`src/rtl/wb_reg_bank_pkg.sv`:
```
// Shared decode type and helpers for the wb_reg_bank Wishbone register bank.
package wb_reg_bank_pkg;

   typedef enum logic [2:0] {
      DEC_RW,
      DEC_STAT,
      DEC_PEND,
      DEC_MASK,
      DEC_ERR
   } dec_e;

   // Byte-lane merge on a 32-bit container; callers size-cast in and out.
   function automatic logic [31:0] merge_lanes(input logic [31:0] old_w,
                                               input logic [31:0] new_w,
                                               input logic [3:0]  sel);
      logic [31:0] r;
      for (int k = 0; k < 4; k++)
         r[8*k +: 8] = sel[k] ? new_w[8*k +: 8] : old_w[8*k +: 8];
      return r;
   endfunction

   function automatic int log2_ceil(input int v);
      int r;
      r = 0;
      while ((1 << r) < v) r++;
      return r;
   endfunction

endpackage

```
`src/rtl/wb_reg_bank_irq.sv`:
```
// Interrupt word pair for wb_reg_bank: rising-edge PEND latch, MASK, registered irq_o.
module wb_reg_bank_irq
   import wb_reg_bank_pkg::*;
#(
   parameter int DATA_W = 8
)(
   input  logic                  clk_i,
   input  logic                  rst_i,
   input  logic [DATA_W-1:0]     irq_src_i,
   input  logic                  pend_we,
   input  logic                  mask_we,
   input  logic [DATA_W/8-1:0]   sel_i,
   input  logic [DATA_W-1:0]     dat_i,
   output logic [DATA_W-1:0]     pend_o,
   output logic [DATA_W-1:0]     mask_o,
   output logic                  irq_o
);

   logic [DATA_W-1:0] src_q;
   logic [DATA_W-1:0] rise;
   logic [DATA_W-1:0] clr;

   assign rise = irq_src_i & ~src_q;
   assign clr  = pend_we ? DATA_W'(merge_lanes(32'd0, 32'(dat_i), 4'(sel_i))) : '0;

   // Set is OR-ed after the clear so a same-cycle edge survives.
   always_ff @(posedge clk_i) begin
      if (rst_i) begin
         src_q  <= '0;
         pend_o <= '0;
         mask_o <= '0;
         irq_o  <= 1'b0;
      end else begin
         src_q  <= irq_src_i;
         pend_o <= (pend_o & ~clr) | rise;
         if (mask_we)
            mask_o <= DATA_W'(merge_lanes(32'(mask_o), 32'(dat_i), 4'(sel_i)));
         irq_o  <= |(pend_o & mask_o);
      end
   end

endmodule

```
`src/rtl/wb_reg_bank.sv`:
```
// Wishbone classic slave register bank: NREG RW words, NSTAT RO status words.
// Defining WB_REG_BANK_IRQ_EN adds PEND/MASK words plus irq_src_i/irq_o ports.
module wb_reg_bank
   import wb_reg_bank_pkg::*;
#(
   parameter int DATA_W = 8,
   parameter int ADR_W  = 16,
   parameter int NREG   = 8,
   parameter int NSTAT  = 4,
   parameter int BASE   = 0
)(
   input  logic                              clk_i,
   input  logic                              rst_i,
   input  logic                              cyc_i,
   input  logic                              stb_i,
   input  logic [ADR_W-1:0]                  adr_i,
   input  logic                              we_i,
   input  logic [DATA_W/8-1:0]               sel_i,
   input  logic [DATA_W-1:0]                 dat_i,
   output logic [DATA_W-1:0]                 dat_o,
   output logic                              ack_o,
   output logic                              err_o,
   output logic [NREG*DATA_W-1:0]            regs_o,
   output logic [NREG-1:0]                   wr_stb_o,
   input  logic [((NSTAT > 0) ? NSTAT : 1)*DATA_W-1:0] stat_i
`ifdef WB_REG_BANK_IRQ_EN
   ,
   input  logic [DATA_W-1:0]                 irq_src_i,
   output logic                              irq_o
`endif
);

   localparam int          MAXN  = (NREG > NSTAT) ? NREG : NSTAT;
   localparam int          IDX_W = log2_ceil((MAXN > 2) ? MAXN : 2);
   localparam logic [31:0] N_RW  = 32'(NREG);
   localparam logic [31:0] N_ST  = 32'(NREG + NSTAT);

   logic [ADR_W-1:0]  off;
   logic [31:0]       off32;
   dec_e              dec;
   logic [IDX_W-1:0]  idx;
   logic              req;
   logic              wr_req;
   logic [DATA_W-1:0] rd_word;
   logic [DATA_W-1:0] pend_w;
   logic [DATA_W-1:0] mask_w;

   // Unsigned wrap makes addresses below BASE land far out of range.
   assign off    = adr_i - ADR_W'(BASE);
   assign off32  = 32'(off);
   assign req    = cyc_i & stb_i & ~ack_o & ~err_o;
   assign wr_req = req & we_i;

   always_comb begin
      dec = DEC_ERR;
      idx = '0;
      if (off32 < N_RW) begin
         dec = DEC_RW;
         idx = IDX_W'(off32);
      end else if (off32 < N_ST) begin
         dec = DEC_STAT;
         idx = IDX_W'(off32 - N_RW);
      end
`ifdef WB_REG_BANK_IRQ_EN
      else if (off32 == N_ST)
         dec = DEC_PEND;
      else if (off32 == N_ST + 32'd1)
         dec = DEC_MASK;
`endif
   end

   always_comb begin
      rd_word = '0;
      case (dec)
         DEC_RW:
            for (int i = 0; i < NREG; i++)
               if (idx == IDX_W'(i)) rd_word = regs_o[i*DATA_W +: DATA_W];
         DEC_STAT:
            for (int i = 0; i < NSTAT; i++)
               if (idx == IDX_W'(i)) rd_word = stat_i[i*DATA_W +: DATA_W];
         DEC_PEND: rd_word = pend_w;
         DEC_MASK: rd_word = mask_w;
         default:  rd_word = '0;
      endcase
   end

   for (genvar g = 0; g < NREG; g++) begin : g_reg
      logic              hit;
      logic [DATA_W-1:0] q;
      logic              stb_q;

      assign hit = wr_req && (dec == DEC_RW) && (idx == IDX_W'(g));

      always_ff @(posedge clk_i) begin
         if (rst_i) begin
            q     <= '0;
            stb_q <= 1'b0;
         end else begin
            if (hit)
               q <= DATA_W'(merge_lanes(32'(q), 32'(dat_i), 4'(sel_i)));
            stb_q <= hit;
         end
      end

      assign regs_o[g*DATA_W +: DATA_W] = q;
      assign wr_stb_o[g]                = stb_q;
   end

   always_ff @(posedge clk_i) begin
      if (rst_i) begin
         ack_o <= 1'b0;
         err_o <= 1'b0;
         dat_o <= '0;
      end else begin
         ack_o <= req && (dec != DEC_ERR);
         err_o <= req && (dec == DEC_ERR);
         dat_o <= (req && !we_i && (dec != DEC_ERR)) ? rd_word : '0;
      end
   end

`ifdef WB_REG_BANK_IRQ_EN
   wb_reg_bank_irq #(.DATA_W(DATA_W)) u_irq (
      .clk_i     (clk_i),
      .rst_i     (rst_i),
      .irq_src_i (irq_src_i),
      .pend_we   (wr_req && (dec == DEC_PEND)),
      .mask_we   (wr_req && (dec == DEC_MASK)),
      .sel_i     (sel_i),
      .dat_i     (dat_i),
      .pend_o    (pend_w),
      .mask_o    (mask_w),
      .irq_o     (irq_o)
   );
`else
   assign pend_w = '0;
   assign mask_w = '0;
`endif

endmodule
```
`config.mk`:
```
export PLATFORM = sky130hd
export DESIGN_NAME = wb_reg_bank
export DESIGN_NICKNAME = d
export VERILOG_FILES = /design/src/rtl/wb_reg_bank_pkg.sv /design/src/rtl/wb_reg_bank_irq.sv /design/src/rtl/wb_reg_bank.sv
export SDC_FILE = /design/constraint.sdc
export NUM_CORES = 1
export LEC_CHECK = 0
export ABC_AREA = 1
export CAP_MARGIN = 30
export CORE_MARGIN = 2
export CORE_UTILIZATION = 36
export DETAILED_ROUTE_END_ITERATION = 8
export PLACE_DENSITY = 0.67
export REMOVE_ABC_BUFFERS = 1
export SLEW_MARGIN = 15
export SYNTH_ARGS = -nofsm -noshare
export SYNTH_HDL_FRONTEND = slang
export SYNTH_SLANG_ARGS = --single-unit
export TNS_END_PERCENT = 20
```
`constraint.sdc`:
```
create_clock -name clk_i -period 2.8 [get_ports clk_i]
set_input_delay 0.42 -clock clk_i [delete_from_list [all_inputs] [get_ports clk_i]]
set_output_delay 0.42 -clock clk_i [all_outputs]
set_load 0.01 [all_outputs]
```
==> summary.txt, run 1 <==
Power
  – Sequential power share: 51.3%
  – Switching power: 510 µW
  – Combinational share of power: 7.1%
  – Sw Share: 22.5%
  – Final Power: 2270 µW
  – LEAKAGE: 0.00230 µW
  – Cell Pwr Density: 398 mW/mm²
  – Clk pwr share: 41.6%
  – Cell-internal power: 1760 µW
  – Worst ir drop on vdd: 202 µV

Clock network
  – H-tree Lvls: 3
  – Setup bufs post-CTS: 0
  – Clock sink total: 82
  – TritonCTS Buffers: 9
  – Root cell of the clock tree: clkbuf_8
  – CTS tree: built
  – Worst skew pair latency: 0.35 ns
  – # hold bufs at CTS: 0
  – Post-CTS resize count: 0
  – Maximum clock path buffer count: 2
  – Clock transition at the registers of the reported paths: 0.09 ns

Placement
  – IO Port Bufs: 143
  – Hpwl dp: 10300 µm
  – Routability congestion estimate from global placement: 0.878

Timing
  – Fmax: 430 MHz
  – Normalized max-slew margin: 65.0%
  – Final Cycle Share: 83.0%
  – Worst-Margin Slew: 0.524 ns
  – Tmin final: 2.32 ns
  – RSZ-0062 raised after global routing: no
  – Slew Limit Fails: 0
  – # setup viols final: 0
  – Setup TNS: 0 ns
  – Fin. Hold Viols: 0
  – Final Skew: 0.00974 ns

Routing
  – DR vias/cell: 4.99
  – Via count: 4098
  – # DRC: 0
  – Pre-antenna DRT Iters: 5
  – WL/cell: 16.0 µm
  – Post-DRT Antenna Nets: 0
  – Post-Route WL: 13100 µm
  – Starting DRT DRC Count: 180

Yosys
  – Yosys cell types: 31
  – Post-synth ARST share: 0%
  – Synth Flop Type: dfxtp_1
  – EDFF count, synth: 0
  – Synthesized area per cell: 7.37 µm²
  – Post-synthesis cell area: 0.00396 mm²
  – Seq/Total Area, Yosys: 41.5%
  – Synth warnings: 0
  – Gate Count Post-Synth: 537
  – Synth Register Bits: 82

Worst setup path
  – Crit-path max FO: 15
  – Crit path cell chain: clkdlybuf4s50_1 > nor2_1 > nand2_2 > nor2_8 > nand3_2 > inv_2 > nand3_4 > inv_2 > nand2_1 > nand2_1 > inv_1 > nand2_1 > nand2_1 > nand3_1 > nand2_1 > a21oi_1
  – Arrival @ worst endpoint: 2.60 ns
  – Worst path slowest cell: clkdlybuf4s50_1
  – Critical path class: input port to flop
  – Crit. End Element: flop
  – CP max stage delay: 0.39 ns
  – CP required: 3.08 ns
  – R2R setup slack: 1.04 ns
  – Worst Setup Start Kind: input port
  – Most used cell, CP: nand2_1

Global routing
  – Grt total ovfl: 0
  – Largest net degree at the start of global routing: 31
  – Global-route wire length before repair: 20100 µm
  – Total GRT Usage: 21.9%
  – Antenna violations before repair: 0
  – Vias in the first global route: 3935

Floorplan
  – Die Width: 109 µm
  – Initial Util: 36.7%
  – Core Region: 0.0108 mm²
  – Die ar.: 0.0119 mm²
  – Die Height: 109 µm
  – Core Rows: 38
  – Io pins: 144

Final layout
  – Layout fillers: 1072
  – Ant diodes: 0
  – Area delta synth->final: 44.2%
  – Layout cells sized above 1: 10.7%
  – Fin nets: 739

Hold path
  – HP Class: flop to flop

Status
  – Outcome: completed

Flow run
  – Maxcap violations: 0
cells in the final DEF, fill, tap and decap left out, types with 3 or more instances in the layout:
cell type | netlist | final
buf_4 | 14 | 15
nor3_4 | 6 | 6
inv_2 | 6 | 6
nor3_1 | 12 | 12
a21oi_1 | 75 | 75
inv_1 | 61 | 61
nand3_1 | 17 | 17
a211oi_2 | 8 | 8
dfxtp_1 | 82 | 82
o21ai_0 | 52 | 52
or2_2 | 4 | 4
nand2_2 | 6 | 6
nand2_1 | 106 | 106
nand3_2 | 3 | 3
nor2_4 | 4 | 4
clkbuf_8 | 0 | 9
clkdlybuf4s50_1 | 0 | 143
nor2_1 | 30 | 30
clkbuf_1 | 8 | 3
o21ai_1 | 19 | 19
nand4_1 | 5 | 5
worst max-delay path, delay by kind of cell:
family | cells | cell delay [ns]
compound gates | 1 | 0.16
buf+inv | 4 | 0.84
simple gates | 11 | 1.17
per-stage QoR:
stage	cells	setup WS [ns]	hold slack (ns)	utilization, %	cell area [µm²]
6_report	822	0.475	0.475	52.9	5710
5_1_grt	822	0.257	0.505	52.9	5710
4_1_cts	822	0.506	0.476	52.9	5710
3_5_place_dp	806	0.131	0.463	50.9	5500
3_3_place_gp	806	0.195	0.460	50.9	5500
2_1_floorplan	508	0.787	0.481	-	3780
cells in the mapped netlist (8+ instances only):
master      n  share of area [%]
o21ai_0    52                6.6
buf_4      14                2.7
dfxtp_1    82                 41
o21ai_1    19                2.4
nor2_1     30                2.8
a21oi_1    75                9.5
a211oi_2    8                2.5
nor3_1     12                1.5
nand3_1    17                2.1
clkbuf_1    8               0.76
nand2_1   106                 10
inv_1      61                5.8
power by group through the flow:
| stage | Clock [µW] | Combinational (µW) | Sequential (µW) |
|---|---|---|---|
| 2_1_floorplan | 0 | 40.5 | 1190 |
| 4_1_cts | 957 | 163 | 1170 |
| 3_3_place_gp | 0 | 160 | 1190 |
| 3_5_place_dp | 0 | 161 | 1190 |
| 6_report | 945 | 162 | 1170 |
| 5_1_grt | 1000 | 174 | 1170 |
layer usage:
metal | vias to the layer above | global-route usage, % | share of wire (%)
li1 | 2039 | - | -
met1 | 1916 | 27.8 | 44
met2 | 128 | 37.6 | 48
met3 | 15 | 4.24 | 6.4
met4 | 0 | 6.59 | 1.4
met5 | - | 0 | 0
state kept, by name, summed over array words and instances (netlist names):
register	count
dat_o	8
g.stb_q	8
ack_o	1
g.q	64
err_o	1
cell families after synthesis:
kind of cell           Yosys count  share of synthesized area (%)
AOI/OAI and AO/OA              157                           21.7
buffers and inverters           97                           11.1
DFF                             82                           41.5
and+or+nand+nor                201                           25.8
cell type report:
type	count	area, µm²	share of cell area [%]
Multi-Input combinational cell	358	1880	32.9
Sequential cell	82	1640	28.8
Timing Repair Buffer	158	1540	27.1
Inverter	68	256	4.49
Tap cell	140	175	3.07
Clock buffer	12	135	2.37
Clock inverter	4	76.3	1.34
worst paths after layout:
path                 start            end  depth (start not counted)
max              adr_i[13]       dat_o[0]                         16
min          g_reg[5].q[5]  g_reg[5].q[5]                          2
max reg2reg          ack_o  g_reg[4].q[3]                          9
min reg2reg  g_reg[5].q[5]  g_reg[5].q[5]                          2
No activity file was read; power rests on OpenSTA's default activity.
==> run 2: changes to the inputs <==
==> constraint.sdc (replaced) <==
create_clock -name clk_i -period 2.15 [get_ports clk_i]
set_input_delay 0.3225 -clock clk_i [delete_from_list [all_inputs] [get_ports clk_i]]
set_output_delay 0.3225 -clock clk_i [all_outputs]
set_load 0.01 [all_outputs]
==> summary.txt, run 2 (same netlist as run 1, synthesis figures left out) <==
Final layout
  – Non-Filler Instances: 861
  – Top reg by flops: g.q
  – Fin nets: 778
  – Regs by FF count: g.q x64, dat_o x8, g.stb_q x8
  – Commonest non-fill, non-tap cells in the layout: clkdlybuf4s50_1 (143), nand2_1 (99), dfxtp_1 (82)
  – Core Util, Final: 56.8%
  – Ant diodes: 0
  – Most common cell after layout, fill and taps aside: clkdlybuf4s50_1
  – Number of flip-flops under the largest register name: 64
  – Area delta synth->final: 54.8%
  – Layout cells sized above 1: 17.3%

Routing
  – Via count: 4237
  – WL/cell: 15.1 µm
  – # DRC: 0
  – Post-DRT Antenna Nets: 0
  – Post-Route WL: 13000 µm
  – Pre-antenna DRT Iters: 6
  – DR vias/cell: 4.92
  – Starting DRT DRC Count: 187

Worst setup path
  – Worst path slowest cell: clkdlybuf4s50_1
  – CP max stage delay: 0.40 ns
  – Worst reg2reg path endpoint: g_reg[0].q[2]
  – RR Startpoint: ack_o
  – Worst Setup Start Kind: input port
  – Buf/Inv on CP: 3
  – Top Family by Delay on Critical Path: simple AND/OR/NAND/NOR gates
  – CP required: 2.39 ns
  – R2R setup slack: 0.45 ns
  – Crit. End Element: flop
  – Crit path cell chain: clkdlybuf4s50_1 > nor2_1 > nand2_2 > nor2_8 > nand3_4 > nand2_2 > inv_2 > buf_4 > nand2_1 > nand2_1 > nor2_1 > nand2_1 > nand2_1 > nand3_1 > nand2_2 > a21oi_1
  – Most used cell, CP: nand2_1
  – Critical path class: input port to flop
  – R2R cell count: 9
  – Crit-path max FO: 7
  – Arrival @ worst endpoint: 2.27 ns

Placement
  – Routability congestion estimate from global placement: 0.897
  – IO Port Bufs: 143
  – Placed cells: 842
  – Pre-CTS setup slack: -0.381 ns
  – Hpwl dp: 10300 µm

Power
  – Worst ir drop on vdd: 242 µV
  – Sequential power share: 55.2%
  – Combinational share of power: 8.0%
  – Final Power: 2750 µW
  – Switching power: 660 µW
  – Cell-internal power: 2090 µW
  – Sw Share: 24.0%
  – LEAKAGE: 0.00249 µW
  – Cell Pwr Density: 448 mW/mm²
  – Clk pwr share: 36.7%

Hold path
  – Hold EP: g_reg[5].q[0]
  – Critical hold path startpoint: g_reg[5].q[0]
  – HP Class: flop to flop
  – Hold Path Stages: 2

Floorplan
  – Die ar.: 0.0119 mm²
  – Die Width: 109 µm
  – Initial Util: 36.7%
  – Io pins: 144
  – Die Height: 109 µm
  – Core Region: 0.0108 mm²
  – Core Rows: 38

Timing
  – Final WS setup: 0.115 ns
  – Fmax: 491 MHz
  – Fin. Hold Viols: 0
  – Tmin final: 2.04 ns
  – Worst-Margin Slew: 0.340 ns
  – # setup viols final: 0
  – Normalized max-slew margin: 77.3%
  – Hold_ws: 0.483 ns
  – Final Cycle Share: 94.7%
  – RSZ-0062 raised after global routing: yes
  – Slew Limit Fails: 0
  – Final Skew: 0.0115 ns

Global routing
  – Grt total ovfl: 0
  – Total GRT Usage: 21.8%
  – Largest net degree at the start of global routing: 51
  – Global-route wire length before repair: 20000 µm
  – Vias in the first global route: 4092
  – Antenna violations before repair: 0

Clock network
  – Root cell of the clock tree: clkbuf_8
  – Maximum clock path buffer count: 2
  – Worst skew pair latency: 0.36 ns
  – Clock transition at the registers of the reported paths: 0.08 ns
  – H-tree Lvls: 3
  – # hold bufs at CTS: 0
  – Clock sink total: 82
  – TritonCTS Buffers: 9
  – CTS tree: built

Status
  – Outcome: completed

Flow run
  – Maxcap violations: 0
-- run 2: cell types whose count changed in the layout (fill, tap and decap cells not counted), sizes merged --
cell / before / now
clkinvlp: 1 / 2
clkinv: 2 / 4
buf: 15 / 53
nand3: 22 / 23
clkbuf: 12 / 11
bufinv: 2 / 0
-- run 2: metrics by stage --
| step | area (µm²) | TNS (ns) |
|---|---|---|
| 3_5_place_dp | 5870 | -12.70 |
| 2_1_floorplan | 3780 | 0 |
| 5_1_grt | 6130 | -0.146 |
| 6_report | 6130 | 0 |
| 3_3_place_gp | 5870 | -9.56 |
| 4_1_cts | 6040 | 0 |
-- run 2: repair_timing --
item	in CTS	in global routing
gates resized for setup	1	19
cloned	0	1
setup endpoints to repair	4	23
pin swaps	0	6
setup buffers	0	2
-- run 2: worst max-delay path by stage --
stage,slack [ns],cells after the start,to,start
5_1_grt,-0.03,16,dat_o[0],adr_i[9]
4_1_cts,0.009,16,dat_o[2],adr_i[15]
6_report,0.11,16,dat_o[0],adr_i[9]
3_5_place_dp,-0.38,16,dat_o[1],adr_i[15]
2_1_floorplan,0.23,9,g_reg[0].q[0],adr_i[13]
3_3_place_gp,-0.33,16,dat_o[0],adr_i[15]
-- run 2: area by class of cell --
type | instances | area (µm²)
fill | 995 | 4660
multi-input combinational | 359 | 1950
timing repair buffer | 196 | 1930
sequential | 82 | 1640
inverter | 68 | 264
tap | 140 | 175
clock buffer | 11 | 141
clock inverter | 5 | 30.0
-- run 2: tightest hold or removal path: stages (launching register included) --
cell and delay (ns):
dfxtp_1 0.34, inv_1 0.05, a21oi_1 0.05
-- run 2: power by group through the flow --
stage	Combinational [µW]	Sequential [µW]	Clock [µW]
2_1_floorplan	52.8	1550	0
3_3_place_gp	216	1550	0
3_5_place_dp	217	1550	0
4_1_cts	219	1520	1020
5_1_grt	236	1520	1090
6_report	221	1520	1010
-- run 2: metal layers --
| metal | wire length (µm) | share of wire (%) | track usage (%) |
|---|---|---|---|
| met4 | 238 | 1.8 | 7.14 |
| met1 | 5400 | 42 | 26.1 |
| met2 | 6490 | 50 | 39.4 |
| met5 | 0 | 0 | 0 |
| met3 | 846 | 6.5 | 3.83 |
